===== src/rtl/udp_status_responder.sv =====
// ---------------------------------------------------------------------------
// udp_status_responder
//
// Converts per-packet completion / error pulses from the UDP command writer
// into 9-byte ACK/NACK status replies streamed to the Ethernet core's
// udp0_sink port. Running good-packet and error counters are embedded in
// every reply so the host can pace uploads and detect loss.
//
// Reply frame: MAGIC, type, seq[15:8], seq[7:0], rx[15:8], rx[7:0],
//              err[15:8], err[7:0], chk (XOR of the first eight bytes)
//
// Ports:
//   clock, reset          system clock, synchronous active-high reset
//   pkt_done, pkt_error   one-cycle event pulses (error wins when both high)
//   pkt_seq               sequence number qualified by either pulse
//   udp0_sink_*           byte stream towards the core (valid/ready/last)
//   drop_count            saturating count of replies lost to a full slot
//   busy                  frame in flight or reply pending
// ---------------------------------------------------------------------------
module udp_status_responder #(
    parameter logic [7:0] MAGIC     = 8'hA5,
    parameter int         ACK_EVERY = 1
) (
    input  logic        clock,
    input  logic        reset,
    input  logic        pkt_done,
    input  logic        pkt_error,
    input  logic [15:0] pkt_seq,
    output logic        udp0_sink_valid,
    output logic        udp0_sink_last,
    input  logic        udp0_sink_ready,
    output logic [7:0]  udp0_sink_data,
    output logic [15:0] drop_count,
    output logic        busy
);

    typedef enum logic {IDLE, SEND} state_t;

    localparam logic [7:0] ACK_DIV_LAST = 8'(ACK_EVERY - 1);
    localparam logic [7:0] TYPE_ACK     = 8'h01;
    localparam logic [7:0] TYPE_NACK    = 8'h02;

    state_t      state_q, state_d;
    logic [15:0] rx_q, rx_d;
    logic [15:0] err_q, err_d;
    logic [7:0]  div_q, div_d;
    logic [15:0] drop_q, drop_d;

    // Depth-1 pending reply slot
    logic        pend_q, pend_d;
    logic [7:0]  pend_type_q, pend_type_d;
    logic [15:0] pend_seq_q, pend_seq_d;
    logic [15:0] pend_rx_q, pend_rx_d;
    logic [15:0] pend_err_q, pend_err_d;

    // Frame currently being transmitted
    logic [7:0]  fr_type_q, fr_type_d;
    logic [15:0] fr_seq_q, fr_seq_d;
    logic [15:0] fr_rx_q, fr_rx_d;
    logic [15:0] fr_err_q, fr_err_d;
    logic [3:0]  idx_q, idx_d;

    logic        valid_q, valid_d;
    logic        last_q, last_d;
    logic [7:0]  data_q, data_d;

    logic        req;
    logic [7:0]  req_type;
    logic        handshake;
    logic        frame_done;
    logic        load;
    logic        slot_free;

    function automatic logic [7:0] frame_byte(
        input logic [3:0]  idx,
        input logic [7:0]  t,
        input logic [15:0] s,
        input logic [15:0] r,
        input logic [15:0] e
    );
        logic [7:0] b;
        case (idx)
            4'd0:    b = MAGIC;
            4'd1:    b = t;
            4'd2:    b = s[15:8];
            4'd3:    b = s[7:0];
            4'd4:    b = r[15:8];
            4'd5:    b = r[7:0];
            4'd6:    b = e[15:8];
            4'd7:    b = e[7:0];
            4'd8:    b = MAGIC ^ t ^ s[15:8] ^ s[7:0] ^ r[15:8] ^ r[7:0] ^ e[15:8] ^ e[7:0];
            default: b = 8'h00;
        endcase
        return b;
    endfunction

    always_comb begin
        state_d     = state_q;
        rx_d        = rx_q;
        err_d       = err_q;
        div_d       = div_q;
        drop_d      = drop_q;
        pend_d      = pend_q;
        pend_type_d = pend_type_q;
        pend_seq_d  = pend_seq_q;
        pend_rx_d   = pend_rx_q;
        pend_err_d  = pend_err_q;
        fr_type_d   = fr_type_q;
        fr_seq_d    = fr_seq_q;
        fr_rx_d     = fr_rx_q;
        fr_err_d    = fr_err_q;
        idx_d       = idx_q;
        valid_d     = valid_q;
        last_d      = last_q;
        data_d      = data_q;
        req         = 1'b0;
        req_type    = 8'h00;

        // Event classification; an error pulse masks a simultaneous done
        if (pkt_error) begin
            err_d    = err_q + 16'd1;
            req      = 1'b1;
            req_type = TYPE_NACK;
        end else if (pkt_done) begin
            rx_d = rx_q + 16'd1;
            if (div_q == ACK_DIV_LAST) begin
                div_d    = 8'd0;
                req      = 1'b1;
                req_type = TYPE_ACK;
            end else begin
                div_d = div_q + 8'd1;
            end
        end

        handshake  = valid_q & udp0_sink_ready;
        frame_done = (state_q == SEND) & handshake & last_q;
        load       = pend_q & ((state_q == IDLE) | frame_done);
        // The slot counts as free in the cycle it drains into the frame
        slot_free  = ~pend_q | load;

        if ((state_q == SEND) && handshake && !last_q) begin
            idx_d  = idx_q + 4'd1;
            data_d = frame_byte(idx_q + 4'd1, fr_type_q, fr_seq_q, fr_rx_q, fr_err_q);
            last_d = (idx_q == 4'd7);
        end

        if (frame_done) begin
            state_d = IDLE;
            valid_d = 1'b0;
            last_d  = 1'b0;
            data_d  = 8'h00;
        end

        // Loading overrides frame_done so back-to-back frames have no bubble
        if (load) begin
            state_d   = SEND;
            fr_type_d = pend_type_q;
            fr_seq_d  = pend_seq_q;
            fr_rx_d   = pend_rx_q;
            fr_err_d  = pend_err_q;
            idx_d     = 4'd0;
            valid_d   = 1'b1;
            last_d    = 1'b0;
            data_d    = MAGIC;
            pend_d    = 1'b0;
        end

        if (req) begin
            if (slot_free) begin
                pend_d      = 1'b1;
                pend_type_d = req_type;
                pend_seq_d  = pkt_seq;
                pend_rx_d   = rx_d;
                pend_err_d  = err_d;
            end else if (drop_q != 16'hFFFF) begin
                drop_d = drop_q + 16'd1;
            end
        end
    end

    always_ff @(posedge clock) begin
        if (reset) begin
            state_q     <= IDLE;
            rx_q        <= 16'd0;
            err_q       <= 16'd0;
            div_q       <= 8'd0;
            drop_q      <= 16'd0;
            pend_q      <= 1'b0;
            pend_type_q <= 8'd0;
            pend_seq_q  <= 16'd0;
            pend_rx_q   <= 16'd0;
            pend_err_q  <= 16'd0;
            fr_type_q   <= 8'd0;
            fr_seq_q    <= 16'd0;
            fr_rx_q     <= 16'd0;
            fr_err_q    <= 16'd0;
            idx_q       <= 4'd0;
            valid_q     <= 1'b0;
            last_q      <= 1'b0;
            data_q      <= 8'd0;
        end else begin
            state_q     <= state_d;
            rx_q        <= rx_d;
            err_q       <= err_d;
            div_q       <= div_d;
            drop_q      <= drop_d;
            pend_q      <= pend_d;
            pend_type_q <= pend_type_d;
            pend_seq_q  <= pend_seq_d;
            pend_rx_q   <= pend_rx_d;
            pend_err_q  <= pend_err_d;
            fr_type_q   <= fr_type_d;
            fr_seq_q    <= fr_seq_d;
            fr_rx_q     <= fr_rx_d;
            fr_err_q    <= fr_err_d;
            idx_q       <= idx_d;
            valid_q     <= valid_d;
            last_q      <= last_d;
            data_q      <= data_d;
        end
    end

    assign udp0_sink_valid = valid_q;
    assign udp0_sink_last  = last_q;
    assign udp0_sink_data  = data_q;
    assign drop_count      = drop_q;
    assign busy            = (state_q == SEND) | pend_q;

endmodule


===== config.mk =====
export PLATFORM = sky130hd
export DESIGN_NAME = udp_status_responder
export DESIGN_NICKNAME = d
export VERILOG_FILES = /design/src/rtl/udp_status_responder.sv
export SDC_FILE = /design/constraint.sdc
export NUM_CORES = 1
export LEC_CHECK = 0
export ABC_AREA = 1
export CELL_PAD_IN_SITES_DETAIL_PLACEMENT = 1
export CELL_PAD_IN_SITES_GLOBAL_PLACEMENT = 1
export CORE_MARGIN = 10
export CORE_UTILIZATION = 30
export CTS_CLUSTER_DIAMETER = 100
export DETAILED_ROUTE_END_ITERATION = 6
export PLACE_DENSITY_LB_ADDON = 0.1
export SETUP_SLACK_MARGIN = 0.5
export SYNTH_ARGS = -nofsm -noshare
export SYNTH_HDL_FRONTEND = slang
export SYNTH_SLANG_ARGS = --single-unit
export TNS_END_PERCENT = 5

===== constraint.sdc =====
create_clock -name clock -period 1.6 [get_ports clock]
set_clock_uncertainty 0.1 [all_clocks]
set_input_delay 0.32 -clock clock [delete_from_list [all_inputs] [get_ports clock]]
set_output_delay 0.32 -clock clock [all_outputs]
set_load 0.05 [all_outputs]

After elaboration in Yosys (flattened, before gate mapping)
Index checks and enable logic that the tools add are counted.

Mux-type cells: 19. Bitwise gates (word level): 18. Reduce and logical (&&, ||, !) cells: 12. Add/subtract/negate cells: 5. Equality and inequality tests: 10.

Operators with widths (number): case mux 8 bit (9 select lines) (1); adder 16 x 1 -> 16 bit, second input constant (3); 2-to-1 mux 16 bit (3); bitwise XOR 8 bit (6); 2-to-1 mux 8 bit (4); equality test 4 x 3 -> 1 bit, second input constant (5); != test 16 bit, second input constant (1); 2-to-1 mux 1 bit (10); adder 8 x 1 -> 8 bit, second input constant (1); equality test 4 x 2 -> 1 bit, second input constant (2); zero test 8 bit (1); adder 4 x 1 -> 4 bit, second input constant (1); bitwise AND 1 bit (4); equality test 4 x 1 -> 1 bit, second input constant (1); equality test 4 bit, second input constant (1); zero test 4 bit (1); NOT 1 bit (4); NOT 4 bit (1); AND reduction 2 bit (2); bitwise OR 1 bit (3); AND reduction 3 bit (1); nonzero test 3 bit (1); OR reduction 3 bit (1); logical AND 1 bit (2); 4 further kinds (4).

Word-level logic and storage cells: 82. Register bits: 183. Input port bits: 21. Output and inout bits: 27.

Longest topological paths before layout
Gate-level depths: netlist of run 1.

Depth after elaboration: 11. Mapped depth: 13. Depth with buffers taken out: 13.

Least setup slack after synthesis of run 1
Ideal clock, no wire load.

Path kind: flip-flop to flip-flop. Start point: register drop_q[0], in the netlist drop_count[0]. End point: register drop_q[10], in the netlist drop_count[10]. Required time: 1.429 ns. Period minus slack after synthesis: 2.131 ns. Cell stages (with the launch flop): 11. Arrival time: 1.960 ns. Path buffers: 1. Path slack: -0.531 ns. Cell sequence: dfxtp_1 ha_1 nand2_1 inv_1 nand3_1 inv_1 nand4_1 nand2_2 buf_2 nand2_1 a21oi_1.

Word-level cells in the longest chain between the ends: 2.

RTL lines: start: declaration (line 47) `logic [15:0] drop_q, drop_d;`; start signal: assignment (line 206) `drop_q <= drop_d;`; branches (longest 2 deep; another with adder 16 x 1 -> 16 bit).

Parallel ways; which one is timed is not known. A chain may end at the register's enable or synchronous reset.

Worst setup path in the final report of run 1
Start point: register idx_q[0]. End point: register data_q[1], in the netlist udp0_sink_data[1].

Word-level cells in the longest chain between the ends: 3.

RTL lines: start: declaration (line 61) `logic [3:0] idx_q, idx_d;`; start signal: assignment (line 216) `idx_q <= idx_d;`; adder 4 x 1 -> 4 bit (*) (line 143) `data_d = frame_byte(idx_q + 4'd1, fr_type_q, fr_seq_q, fr_rx_q, fr_err_q);`; equality test 4 bit (tied with other cells) (line 82) `case (idx)`; case mux 8 bit (9 select lines) (*) (line 82); end signal: assignment (line 219) `data_q <= data_d;`; end: declaration (line 65) `logic [7:0] data_q, data_d;`.

Mark *: on every way between the ends. The rest lies on a longest branch, timed or not.

==> results of run 1 <==
==> power breakdown <==
| part | total (mW) | internal (mW) | switching, mW |
|---|---|---|---|
| combinational | 1.58 | 0.681 | 0.902 |
| sequential | 4.67 | 4.47 | 0.194 |
| clock | 4.53 | 2.68 | 1.85 |
| total | 10.8 | 7.83 | 2.94 |
==> per-layer routing <==
| layer | GRT usage | up-vias |
|---|---|---|
| met2 | 0.248 | 44 |
| met4 | 0.0325 | 0 |
| met1 | 0.211 | 3658 |
| met5 | 0 | - |
| li1 | - | 3905 |
| met3 | 0.0253 | 11 |
==> repair_timing <==
action / CTS / global route
hold buffers: 0 / 0
pin swaps: 34 / 37
gates resized for setup: 124 / 122
endpoints found under the setup margin: 196 / 196
setup buffers: 8 / 4
==> worst reg2reg max path, cell delays in order, from the launching register on <==
cell and delay [ns]:
dfxtp_4 0.35, ha_4 0.18, nand2_4 0.08, clkinv_4 0.06
nor2_8 0.19, nand2_8 0.10, nor2_4 0.24, nand2_1 0.08
nand2_1 0.06, nor2_1 0.04, nand3_1 0.10, nand2_1 0.09
a21oi_2 0.11
==> through the flow <==
step | setup TNS [ns] | utilization | power [mW] | hold slack [ns] | worst slack (ns)
finish | -4.25 | 0.447 | 10.8 | 0.108 | -0.245
global route | -10.63 | 0.447 | 11.3 | 0.132 | -0.375
CTS | -4.86 | 0.432 | 10.9 | 0.0885 | -0.261
detailed placement | -73.85 | 0.393 | 6.24 | 0.349 | -0.701
global placement | -68.74 | 0.393 | 6.20 | 0.344 | -0.646
floorplan | -1.17 | - | 5.54 | 0.320 | -0.0457
==> worst max path at each step <==
stage	cells after the start	endpoint	from	slack, ns
5_1_grt	12	udp0_sink_data[6]	idx_q[0]	-0.37
3_3_place_gp	12	pend_err_q[15]	pkt_error	-0.65
4_1_cts	12	udp0_sink_data[5]	idx_q[0]	-0.26
6_report	12	udp0_sink_data[1]	idx_q[0]	-0.25
3_5_place_dp	12	pend_err_q[15]	pkt_error	-0.70
2_1_floorplan	12	udp0_sink_data[7]	idx_q[0]	-0.05
==> logic make-up (layout without fill, tap and decap cells) <==
group,count (synthesis),in the layout
adder cells (fa/ha/maj),10,10
XOR/XNOR,57,57
multiplexers,2,2
AND/OR/NAND/NOR,448,448
buffers and inverters,162,364
flip-flops,171,171
AO/OA/AOI/OAI,238,238
==> layout make-up <==
type / count / area (um2)
multi-input combinational: 755 / 4480
fill: 3143 / 14400
timing repair buffer: 213 / 2190
sequential: 171 / 3500
tap: 335 / 419
clock buffer: 20 / 447
inverter: 119 / 462
clock inverter: 12 / 185
==> sequential cells by signal, summed over array words and instances (netlist names) <==
signal and count:
drop_count 16, err_q 16, fr_err_q 16, fr_rx_q 16
fr_seq_q 16, pend_err_q 16, pend_rx_q 16, pend_seq_q 16
rx_q 16, div_q 8, udp0_sink_data 8, idx_q 4
fr_type_q 2, pend_type_q 2, pend_q 1, udp0_sink_last 1
udp0_sink_valid 1
==> layout by cell type, fill, tap and decap left out, types with 26 or more instances in the layout <==
master	netlist	routed
o21ai_0	111	48
buf_12	0	35
xor2_1	37	29
nand3_1	45	38
nand2_1	213	187
a21oi_1	111	99
nor2_1	118	109
o21ai_1	1	50
buf_4	2	130
dfxtp_1	171	140
inv_1	108	97
buf_6	2	26
==> run_results.csv, run 1 <==
group,metric,value,unit
worst_setup_path,slowest_stage,"dfxtp_4",
yosys,synthMuxAreaShare,0.00251,
yosys,synthXorXnorAreaFrac,0.0635,
yosys,ys_types,44,
timing,rsz0062_at_grt,"true",
placed_design,portBuffers,47,
global_route,grt_pass1_vias,7782,
worst_setup_path,r2r_start,"idx_q[0]",
drt,post_drt_wl_per_cell,15.6,um
worst_setup_path,cpPeakStageDelay,0.35,ns
drt,drtPass1Iterations,4,
yosys,yosys.area.top_type,"dfxtp_1",
placed_design,gp_congestion,0.807,
yosys,syn_area_per_cell,7.33,um2
worst_hold_path,hp-start,"reset",
worst_hold_path,min_to,"drop_count[1]",
timing,worstMarginPinSlew,0.399,ns
timing,finalCriticalPeriod,1.85,ns
timing,post-route-period-util,1.15,
clock_network,htree_levels,4,
worst_setup_path,r2r_slack,-0.25,ns
yosys,syn_nets,1119,
yosys,synth_area_leaders,"dfxtp_1, nand2_1, a21oi_1",
worst_setup_path,start_kind,"flop",
floorplan,dieHeight,183,um
floorplan,num_rows,59,
worst_setup_path,path_buf_inv,1,
timing,slew_violations,0,
worst_setup_path,worstPathRequired,1.86,ns
floorplan,start_util,0.305,
clock_network,clock_sinks,171,
worst_hold_path,worstHoldPathCells,4,
worst_setup_path,rr_endpoint,"udp0_sink_data[1]",
worst_hold_path,hold_class,"primary input to flop",
worst_setup_path,cpLargestDelayFamily,"simple AND/OR/NAND/NOR gates",
timing,setup_ws,-0.245,ns
run_status,violations,"setup timing",
worst_setup_path,path_cells,"ha_4 > nand2_4 > clkinv_4 > nor2_8 > nand2_8 > nor2_4 > nand2_1 > nand2_1 > nor2_1 > nand3_1 > nand2_1 > a21oi_2",
yosys,synth_simple_gate_area_frac,0.254,
worst_setup_path,path_class,"flop to flop",
yosys,synth_ff_type,"dfxtp_1",
cells_and_area,diodes,0,
timing,fmax,0.542,GHz
clock_network,cts_tree,"done",
placed_design,dp_hpwl,19300,um
worst_setup_path,endpoint_kind,"flop",
cells_and_area,drive_gt1_frac,0.316,
global_route,grt_antenna_before_repair,0,
placed_design,place_area,10300,um2
run_status,status,"finished, violations left",
power,power_leakage,4.85,nW
drt,drt_iter0_drc,242,
cells_and_area,fin_cells,1625,
floorplan,io_pins,48,
cells_and_area,layout-area-overhead-vs-synth,46.5,%
timing,hold_viol,0,
floorplan,die_area,33500,um2
floorplan,die_w,183,um
global_route,grt_pass1_wl,41600,um
drt,top_layer_used,"met4",
timing,finalSetupViolations,28,
placed_design,placed_cells,1581,
global_route,grt_max_degree,46,
worst_setup_path,path_max_fanout,5,
yosys,syn_inst,1088,
drt,drcViolationCount,0,
yosys,async_reset_ff_frac,0,
clock_network,clock_path_buffers,2,
yosys,synth_seq_cells,171,
drt,wl_met3,571,um
yosys,synth.top_cell.area_share,0.429,
global_route,track_usage,0.154,
yosys,yosysMostFrequentCell,"nand2_1",
yosys,synth_compound_area_frac,0.154,
cells_and_area,nets,1308,
worst_setup_path,rr_worst_depth,12,
worst_setup_path,cp_common_cell,"nand2_1",
clock_network,clk_pin_slew,0.07,ns
worst_setup_path,arrival,2.11,ns
drt,wl_met1,12800,um
drt,wirelength,25400,um
drt,vias,7618,
clock_network,clockRootBuffer,"clkbuf_16",
yosys,synth_edf_count,0,
timing,timing.slew.headroom,0.732,
cells_and_area,design_area,11700,um2
yosys,synth_top_family_by_area,"simple AND/OR/NAND/NOR gates",
floorplan,core_area,26100,um2
clock_network,clock_latency,0.43,ns
yosys,synth_area,7980,um2
drt,via_per_inst,4.69,
power,power_density,922,nW/um2
drt,antenna_left,0,
yosys,seq_area_frac_synth,0.429,
yosys,synth.top_cells.by_count,"nand2_1, dfxtp_1, nor2_1",
run,drv_cap,0,
yosys,yosys_warnings,0,
power,ir_worst_vdd,508,uV
clock_network,numCtsBuffers,17,
global_route,overflow,0,
yosys,synthAdderAreaFrac,0.0157,
drt,met2_length,11800,um
(Power assumes the default switching activity.)
==> run 2: changes to the inputs <==
- GPL_ROUTABILITY_DRIVEN: unset -> 0
- SETUP_SLACK_MARGIN: 0.5 -> 0.02
==> run_results.csv, run 2 (synthesis gave the netlist of run 1 again) <==
group,metric,value,unit
power,power.total,10.8,mW
global_route,grt_max_degree,46,
floorplan,io_pins,48,
placed_design,place_area,10300,um2
global_route,track_usage,0.152,
power,p_int,7.83,mW
clock_network,clk_pin_slew,0.07,ns
timing,finalCriticalPeriod,1.86,ns
drt,antenna_left,0,
power,power_density,945,nW/um2
power,swShare,0.272,
worst_setup_path,worstPathRequired,1.85,ns
drt,drtPass1Iterations,4,
timing,timing.slew.headroom,0.707,
timing,slew_violations,0,
power,comb_power_share,0.144,
floorplan,num_rows,59,
worst_setup_path,endpoint_kind,"flop",
timing,fmax,0.536,GHz
clock_network,clock_sinks,171,
timing,rsz0062_at_grt,"true",
global_route,grt_pass1_wl,41200,um
worst_setup_path,start_kind,"flop",
timing,hold_viol,0,
drt,via_per_inst,4.66,
drt,post_drt_wl_per_cell,15.6,um
timing,finalSetupViolations,25,
power,power_leakage,4.78,nW
cells_and_area,layout-area-overhead-vs-synth,42.7,%
timing,post-route-period-util,1.17,
floorplan,dieHeight,183,um
power,clkPwrFrac,0.421,
global_route,grt_pass1_vias,7706,
worst_hold_path,hold_class,"primary input to flop",
cells_and_area,final_common_cell,"nand2_1",
global_route,grt_antenna_before_repair,0,
worst_setup_path,path_class,"flop to flop",
placed_design,preCtsSetupSlack,-0.701,ns
drt,drt_iter0_drc,170,
clock_network,htree_levels,4,
clock_network,cts_tree,"done",
placed_design,dp_hpwl,19300,um
clock_network,clockRootBuffer,"clkbuf_16",
clock_network,clock_path_buffers,2,
global_route,overflow,0,
run,drv_cap,0,
cells_and_area,drive_gt1_frac,0.284,
worst_setup_path,arrival,2.12,ns
placed_design,portBuffers,47,
clock_network,clock_latency,0.43,ns
floorplan,die_area,33500,um2
floorplan,core_area,26100,um2
power,ir_worst_vdd,514,uV
cells_and_area,design_area,11400,um2
cells_and_area,diodes,0,
clock_network,numCtsBuffers,17,
run_status,status,"finished, violations left",
run_status,violations,"setup timing",
cells_and_area,nets,1303,
drt,wirelength,25200,um
power,power_frac_seq,0.434,
cells_and_area,postLayoutCoreUtil,0.436,
timing,worstMarginPinSlew,0.437,ns
cells_and_area,final_cell_mix,"nand2_1, dfxtp_1, buf_4",
timing,holdWs,0.105,ns
floorplan,start_util,0.305,
drt,vias,7557,
clock_network,cts_hold_buf,0,
floorplan,die_w,183,um
worst_setup_path,path_max_fanout,5,
drt,drcViolationCount,0,
power,switchingPower,2.93,mW
timing,setup_ws,-0.264,ns
run 2: per-layer routing:
layer / wire [um] / global-route usage / vias up
li1: - / - / 3892
met1: 12700 / 0.209 / 3604
met2: 11700 / 0.246 / 52
met3: 661 / 0.0253 / 9
met4: 163 / 0.0325 / 0
met5: 0 / 0 / -
run 2: stage by stage:
stage	cells	TNS [ns]
2_1_floorplan	1088	-1.17
3_3_place_gp	1581	-68.74
5_1_grt	1620	-10.63
6_report	1620	-4.27
4_1_cts	1617	-6.27
3_5_place_dp	1581	-73.85
run 2: critical path, stage by stage, from the launching register on:
cell and delay (ns):
dfxtp_4 0.35, ha_4 0.18, nand2_4 0.08, clkinv_4 0.06, nor2_8 0.18, nand2_8 0.10
nor2_4 0.24, nand2_1 0.08, nand2_1 0.06, nor2_1 0.03, nand3_1 0.11, nand2_1 0.08
a21oi_1 0.13
run 2: area by class of cell:
class,count,area (um2)
Clock buffer,20,447
Timing Repair Buffer,208,2080
Fill cell,3178,14700
Inverter,119,462
Sequential cell,171,3480
Multi-Input combinational cell,755,4300
Clock inverter,12,185
Tap cell,335,419
run 2: final timing paths:
path / start / slack (ns) / to / cells after the start
worst min register to register: pend_seq_q[14] / 0.36 / pend_seq_q[14] / 2
worst min-delay path: reset / 0.11 / drop_count[1] / 4
worst max-delay path: idx_q[0] / -0.26 / udp0_sink_data[1] / 12
worst max register to register: idx_q[0] / -0.26 / udp0_sink_data[1] / 12
run 2: repair_timing:
action	CTS	global route
gates resized for setup	80	90
pin swaps	17	21
endpoints found under the setup margin	111	139
setup buffers	4	3
run 2: power groups by stage:
| stage | clock [mW] | combinational [mW] | sequential [mW] |
|---|---|---|---|
| 6_report | 4.53 | 1.55 | 4.67 |
| 5_1_grt | 4.83 | 1.74 | 4.70 |
| 4_1_cts | 4.68 | 1.53 | 4.67 |
| 3_5_place_dp | 0 | 1.48 | 4.76 |
| 3_3_place_gp | 0 | 1.45 | 4.76 |
| 2_1_floorplan | 0 | 0.799 | 4.75 |
